===== src/rtl/fnd_scan_counter.sv =====
// Four-digit BCD up-counter with a multiplexed FND scan driver.
// The tick prescaler paces counting; a free-running scan prescaler rotates the digit select.
module fnd_scan_counter #(
  parameter int P_TICK_DIV = 10_000_000,
  parameter int P_SCAN_DIV = 100_000,
  parameter int P_BLANK    = 1
) (
  input  logic        i_clk,
  input  logic        i_reset,
  input  logic        i_run,
  input  logic        i_clear,
  output logic [15:0] o_count,
  output logic [3:0]  o_bcdData,
  output logic [3:0]  o_digitSel,
  output logic        o_carry
);

  localparam int TickW = $clog2(P_TICK_DIV);
  localparam int ScanW = $clog2(P_SCAN_DIV);

  logic [TickW-1:0] tickCnt;
  logic [ScanW-1:0] scanCnt;
  logic [1:0]       scanIdx;
  logic [15:0]      countReg;
  logic [15:0]      countNext;
  logic             carryReg;
  logic             tick;
  logic             scanTc;
  logic [3:0]       d0, d1, d2, d3;
  logic             nine0, nine1, nine2, nine3;
  logic [3:0]       rawDigit;
  logic             blankDigit;

  function automatic logic [3:0] incDigit(input logic [3:0] d);
    return (d == 4'd9) ? 4'd0 : d + 4'd1;
  endfunction

  assign d0 = countReg[3:0];
  assign d1 = countReg[7:4];
  assign d2 = countReg[11:8];
  assign d3 = countReg[15:12];

  assign nine0 = (d0 == 4'd9);
  assign nine1 = (d1 == 4'd9);
  assign nine2 = (d2 == 4'd9);
  assign nine3 = (d3 == 4'd9);

  assign tick   = i_run && (tickCnt == TickW'(P_TICK_DIV - 1));
  assign scanTc = (scanCnt == ScanW'(P_SCAN_DIV - 1));

  // Ripple the decimal carry upward only through digits sitting at 9.
  always_comb begin
    countNext = {d3, d2, d1, incDigit(d0)};
    if (nine0)                 countNext[7:4]   = incDigit(d1);
    if (nine0 && nine1)        countNext[11:8]  = incDigit(d2);
    if (nine0 && nine1 && nine2) countNext[15:12] = incDigit(d3);
  end

  always_ff @(posedge i_clk or posedge i_reset) begin
    if (i_reset) begin
      tickCnt  <= '0;
      countReg <= '0;
      carryReg <= 1'b0;
    end else if (i_clear) begin
      tickCnt  <= '0;
      countReg <= '0;
      carryReg <= 1'b0;
    end else begin
      carryReg <= tick && nine0 && nine1 && nine2 && nine3;
      if (tick) begin
        tickCnt  <= '0;
        countReg <= countNext;
      end else if (i_run) begin
        tickCnt <= tickCnt + TickW'(1);
      end
    end
  end

  // Scan keeps running through clear and pause so the display never freezes on one digit.
  always_ff @(posedge i_clk or posedge i_reset) begin
    if (i_reset) begin
      scanCnt <= '0;
      scanIdx <= 2'd0;
    end else if (scanTc) begin
      scanCnt <= '0;
      scanIdx <= scanIdx + 2'd1;
    end else begin
      scanCnt <= scanCnt + ScanW'(1);
    end
  end

  always_comb begin
    rawDigit   = d0;
    blankDigit = 1'b0;
    case (scanIdx)
      2'd0: begin
        rawDigit   = d0;
        blankDigit = 1'b0;
      end
      2'd1: begin
        rawDigit   = d1;
        blankDigit = (d1 == 4'd0) && (d2 == 4'd0) && (d3 == 4'd0);
      end
      2'd2: begin
        rawDigit   = d2;
        blankDigit = (d2 == 4'd0) && (d3 == 4'd0);
      end
      default: begin
        rawDigit   = d3;
        blankDigit = (d3 == 4'd0);
      end
    endcase
  end

  // 4'hF tells the downstream decoder to turn every segment off.
  assign o_bcdData  = ((P_BLANK != 0) && blankDigit) ? 4'hF : rawDigit;
  assign o_digitSel = ~(4'b0001 << scanIdx);
  assign o_count    = countReg;
  assign o_carry    = carryReg;

endmodule


===== config.mk =====
export PLATFORM = sky130hd
export DESIGN_NAME = fnd_scan_counter
export DESIGN_NICKNAME = d
export VERILOG_FILES = /design/src/rtl/fnd_scan_counter.sv
export SDC_FILE = /design/constraint.sdc
export NUM_CORES = 1
export LEC_CHECK = 0
export ABC_AREA = 1
export CORE_AREA = 3 3 104 106
export DETAILED_ROUTE_END_ITERATION = 10
export DIE_AREA = 0 0 107 109
export PLACE_DENSITY = 0.64
export RECOVER_POWER = 100
export REMOVE_ABC_BUFFERS = 1
export SETUP_SLACK_MARGIN = 0.2
export SKIP_LAST_GASP = 1
export SLEW_MARGIN = 20
export SYNTH_ARGS = -nofsm -noshare
export SYNTH_HDL_FRONTEND = slang
export SYNTH_SLANG_ARGS = --single-unit

===== constraint.sdc =====
create_clock -name i_clk -period 2 [get_ports i_clk]
set_input_delay 0.4 -clock i_clk [delete_from_list [all_inputs] [get_ports i_clk]]
set_output_delay 0.4 -clock i_clk [all_outputs]
set_load 0.05 [all_outputs]

==> flow_summary.html, run 1 <==
<table>
<tr><th>Metric</th><th>Value</th></tr>
<tr><th colspan="2">Floorplanning</th></tr>
<tr><td>Total I/O pin count</td><td>29</td></tr>
<tr><td>Initial cell density of the core</td><td>39.9%</td></tr>
<tr><td>Die Footprint</td><td>11,700 µm²</td></tr>
<tr><td>Floorplan row count</td><td>36</td></tr>
<tr><td>Area of the core</td><td>9860 µm²</td></tr>
<tr><td>Die extent in x</td><td>107 µm</td></tr>
<tr><td>Vertical die dimension</td><td>109 µm</td></tr>
<tr><th colspan="2">Critical path</th></tr>
<tr><td>R2R cell count</td><td>10</td></tr>
<tr><td>Critical path class</td><td>register to output pin</td></tr>
<tr><td>Highest net fanout along the worst path</td><td>7</td></tr>
<tr><td>Peak per-stage delay on the critical path</td><td>410 ps</td></tr>
<tr><td>Endpoint type of the worst setup path</td><td>output pin</td></tr>
<tr><td>Startpoint class of the critical path</td><td>register</td></tr>
<tr><td>Data required time at the worst endpoint</td><td>1600 ps</td></tr>
<tr><td>Worst flop-to-flop path endpoint</td><td>o_count[7]</td></tr>
<tr><td>Crit Reg-Reg Startpoint</td><td>tickCnt[1]</td></tr>
<tr><td>Cell Chain, Critical Path</td><td>buf_4 -&gt; ha_1 -&gt; inv_2 -&gt; o21ai_0 -&gt; o22ai_1 -&gt; nand2_2 -&gt; buf_12</td></tr>
<tr><td>Buf+Inv Stages, Crit Path</td><td>3</td></tr>
<tr><td>Slowest cell on the critical path</td><td>sky130_fd_sc_hd__dfrtp_1</td></tr>
<tr><td>Arrival time reported for the critical path endpoint</td><td>1720 ps</td></tr>
<tr><td>Largest delay share family, worst path</td><td>flip-flops</td></tr>
<tr><td>Worst-case register-to-register setup slack</td><td>30 ps</td></tr>
<tr><th colspan="2">Drt</th></tr>
<tr><td>Routed wire length per instance</td><td>13.2 µm</td></tr>
<tr><td># DRC</td><td>0</td></tr>
<tr><td>Starting DRC count in detailed routing</td><td>200</td></tr>
<tr><td>Antenna violation net count after detailed routing</td><td>0</td></tr>
<tr><td>Post-DR vias/cell</td><td>4.95</td></tr>
<tr><td>Number of search-and-repair iterations in the first detailed-routing pass</td><td>5</td></tr>
<tr><td>Total wire length after detailed routing</td><td>9.94 mm</td></tr>
<tr><td>Via count</td><td>3,742</td></tr>
<tr><th colspan="2">Placement</th></tr>
<tr><td>HPWL after detailed placement</td><td>7.56 mm</td></tr>
<tr><td>Gpl congestion</td><td>0.940</td></tr>
<tr><td>Port Buffer Count</td><td>28</td></tr>
<tr><td>Setup slack at placement</td><td>51.1 ps</td></tr>
<tr><th colspan="2">Synth</th></tr>
<tr><td>Summed instance area of the synthesized netlist</td><td>3940 µm²</td></tr>
<tr><td>Fraction of synthesized cell area taken by the top area cell type</td><td>38.1%</td></tr>
<tr><td>Cell taking the most area after synthesis</td><td>sky130_fd_sc_hd__dfrtp_1</td></tr>
<tr><td>Most used DFF post-synth</td><td>sky130_fd_sc_hd__dfrtp_1</td></tr>
<tr><td>Most repeated cell in the gate-level netlist after synthesis</td><td>sky130_fd_sc_hd__nand2_1</td></tr>
<tr><td>Post-synthesis area per instance</td><td>7.12 µm²</td></tr>
<tr><td>Post-synthesis cell type count</td><td>30</td></tr>
<tr><td>Commonest cells in the netlist</td><td>135 x sky130_fd_sc_hd__nand2_1, 98 x sky130_fd_sc_hd__nor2_1, 77 x sky130_fd_sc_hd__inv_1</td></tr>
<tr><td>Sequential element share of the synthesized area</td><td>38.1%</td></tr>
<tr><td>Number of synthesized register bits</td><td>60</td></tr>
<tr><td>Synth Instances</td><td>553</td></tr>
<tr><td>Largest cells by area after synthesis</td><td>sky130_fd_sc_hd__dfrtp_1 38%, sky130_fd_sc_hd__nand2_1 13%, sky130_fd_sc_hd__nor2_1 9.3%</td></tr>
<tr><td>Total number of yosys warnings</td><td>0</td></tr>
<tr><td>Fraction of synthesis flops using an asynchronous set or reset pin</td><td>100%</td></tr>
<tr><td>Post-synth EDFFs</td><td>0</td></tr>
<tr><th colspan="2">Power</th></tr>
<tr><td>Power share of the combinational group</td><td>15.4%</td></tr>
<tr><td>Switching portion of total power</td><td>27.8%</td></tr>
<tr><td>Leakage power figure</td><td>0.00237 µW</td></tr>
<tr><td>Internal power component</td><td>2210 µW</td></tr>
<tr><td>Clk network pwr share</td><td>42.1%</td></tr>
<tr><td>Power per standard cell area</td><td>636 nW/µm²</td></tr>
<tr><td>Worst supply voltage drop on vdd</td><td>0.435 mV</td></tr>
<tr><td>Switching component of the power</td><td>852 µW</td></tr>
<tr><td>Sequential share of power</td><td>42.6%</td></tr>
<tr><td>Pwr Total</td><td>3060 µW</td></tr>
<tr><th colspan="2">Clock tree</th></tr>
<tr><td>CTS HTree Levels</td><td>3</td></tr>
<tr><td>Maximum number of buffers from clock root to sink</td><td>2</td></tr>
<tr><td>Clock latency on the worst-skew pair</td><td>340 ps</td></tr>
<tr><td>Clock tree root buffer cell</td><td>sky130_fd_sc_hd__clkbuf_8</td></tr>
<tr><td>Clk pin slew, worst setup/hold paths</td><td>70 ps</td></tr>
<tr><td>Number of clock sinks</td><td>60</td></tr>
<tr><td>CTS tree</td><td>yes</td></tr>
<tr><td>Number of buffers created by CTS</td><td>9</td></tr>
<tr><th colspan="2">Final layout</th></tr>
<tr><td>Fill cell count</td><td>953</td></tr>
<tr><td>Number of nets in the final layout</td><td>640</td></tr>
<tr><td>Area Overhead vs Synth</td><td>22.2%</td></tr>
<tr><td>Antenna fix cells</td><td>0</td></tr>
<tr><td>Share of final-layout standard cells stronger than drive strength 1</td><td>14.1%</td></tr>
<tr><th colspan="2">Outcome</th></tr>
<tr><td>Violated checks</td><td>negative setup slack</td></tr>
<tr><td>Run status</td><td>complete, but fails checks</td></tr>
<tr><th colspan="2">Global routing</th></tr>
<tr><td>Maximum number of pins on one net before global-route repair</td><td>25</td></tr>
<tr><td>Number of global-route vias before repair</td><td>3,636</td></tr>
<tr><td>Total gr overflow</td><td>0</td></tr>
<tr><td>Number of antenna violations at the first check in global routing</td><td>0</td></tr>
<tr><td>Global-route wire length before repair</td><td>16.6 mm</td></tr>
<tr><td>Global routing usage summed across all routing layers</td><td>17.7%</td></tr>
<tr><th colspan="2">Worst hold path</th></tr>
<tr><td>Worst Hold Launch</td><td>scanCnt[0]</td></tr>
<tr><td>WHS Path Cells</td><td>1</td></tr>
<tr><td>Hold path endpoint</td><td>scanCnt[0]</td></tr>
<tr><td>HP Class</td><td>register to register</td></tr>
<tr><th colspan="2">Timing</th></tr>
<tr><td>Final Hold Slack</td><td>463 ps</td></tr>
<tr><td>Worst-case clock skew</td><td>8.88 ps</td></tr>
<tr><td>Setup repair after global routing missed its margin</td><td>yes</td></tr>
<tr><td>Worst slew margin relative to its limit</td><td>51.9%</td></tr>
<tr><td>Final critical delay including setup and external delays</td><td>2120 ps</td></tr>
<tr><td>Achievable clock frequency</td><td>472 MHz</td></tr>
<tr><td>Transition time at the pin with the least slew margin</td><td>721 ps</td></tr>
<tr><td>Setup-violating endpoint count in the final report</td><td>4</td></tr>
<tr><td>Final period util</td><td>106%</td></tr>
<tr><td>Final worst slack</td><td>-117 ps</td></tr>
<tr><td>Count of endpoints failing hold in the final timing report</td><td>0</td></tr>
<tr><td>Max-slew violation count</td><td>0</td></tr>
<tr><th colspan="2">Run</th></tr>
<tr><td>Max-cap violations</td><td>0</td></tr>
</table>
==> layout make-up <==
class                      instances  area, µm²  share of cell area (%)
tap                              133        166                    3.46
clock inverter                     4       70.1                    1.46
clock buffer                      12        165                    3.43
inverter                          79        297                    6.16
multi-input combinational        407       2140                    44.4
timing repair buffer              61        478                    9.93
sequential                        60       1500                    31.2
==> flip-flops by register name, indices dropped and copies added, names as in the netlist <==
| name | flops |
|---|---|
| o_count | 16 |
| tickCnt | 24 |
| scanCnt | 17 |
| o_carry | 1 |
| scanIdx | 2 |
==> layout by cell type, fill, tap and decap left out, types with 4 or more instances in the layout <==
cell                       count
sky130_fd_sc_hd__xnor2_1       4
sky130_fd_sc_hd__buf_4        27
sky130_fd_sc_hd__nand2_2       7
sky130_fd_sc_hd__clkbuf_2      6
sky130_fd_sc_hd__ha_1         16
sky130_fd_sc_hd__inv_2         7
sky130_fd_sc_hd__o21ai_0      10
sky130_fd_sc_hd__clkbuf_8     12
sky130_fd_sc_hd__xor2_1       23
sky130_fd_sc_hd__nand4_1      14
sky130_fd_sc_hd__inv_1        72
sky130_fd_sc_hd__nor2_1       99
sky130_fd_sc_hd__clkbuf_1     14
sky130_fd_sc_hd__buf_12        6
sky130_fd_sc_hd__nand3_1      49
sky130_fd_sc_hd__o22ai_1       6
sky130_fd_sc_hd__nor3_1       22
sky130_fd_sc_hd__dfrtp_1      60
sky130_fd_sc_hd__nand2_1     131
==> per-layer routing <==
metal / wire (µm) / track usage (%) / up-vias
li1: - / - / 1873
met1: 4660 / 22.6 / 1773
met2: 4750 / 30.0 / 82
met3: 380 / 3.91 / 14
met4: 150 / 5.48 / 0
met5: 0 / 0 / -
==> power by group through the flow <==
stage / Combinational [µW] / Sequential [µW] / Clock (µW)
6_report: 471 / 1300 / 1290
5_1_grt: 517 / 1310 / 1360
4_1_cts: 474 / 1310 / 1320
3_5_place_dp: 463 / 1330 / 0
3_3_place_gp: 452 / 1330 / 0
2_1_floorplan: 180 / 1420 / 0
==> stage by stage <==
| step | utilization, % | cell area [µm²] | instances | setup TNS [ps] |
|---|---|---|---|---|
| after global routing | 48.8 | 4810 | 756 | -3150 |
| after detailed placement | 46.1 | 4540 | 726 | 0 |
| after floorplan | - | 3880 | 546 | -202 |
| final | 48.8 | 4810 | 756 | -430 |
| after CTS | 49.8 | 4910 | 751 | -381 |
| after global placement | 46.1 | 4540 | 726 | 0 |
==> worst max-delay path by stage <==
stage / startpoint / endpoint / depth (start not counted)
floorplan: o_count[4] / o_bcdData[0] / 6
global placement: i_run / o_count[5] / 8
detailed placement: i_run / o_count[5] / 8
global route: scanIdx[1] / o_bcdData[1] / 7
finish: scanIdx[0] / o_bcdData[0] / 7
CTS: scanIdx[1] / o_bcdData[0] / 7
==> logic make-up after synthesis <==
logic type | count (synthesis) | synth area share (%)
and+or+nand+nor | 338 | 37.8
buffers and inverters | 86 | 8.96
DFF | 60 | 38.1
xor gates and xnor gates | 27 | 6.00
AOI/OAI and AO/OA | 24 | 3.43
adders and majority gates | 18 | 5.72
==> timing repair <==
| item | in CTS | in global routing |
|---|---|---|
| resized for setup | 22 | 7 |
| cloned | 0 | 1 |
| hold endpoints to repair | 0 | 0 |
| setup endpoints to repair | 7 | 36 |
| setup buffers | 9 | 4 |
| pin swaps | 8 | 3 |
| hold buffers | 0 | 0 |
No activity file was read; power rests on OpenSTA's default activity.
==> run 2, diff against run 1 <==
Settings changed: SLEW_MARGIN 20 to default.
==> results of run 2 <==
No change in the layout: final DEF, timing and power equal those of run 1.
==> run 3, diff against run 2 <==
Settings changed: ABC_CLOCK_PERIOD_IN_PS from default to 2000.
==> results of run 3 <==
No change in the layout: final DEF, timing and power equal those of run 1.
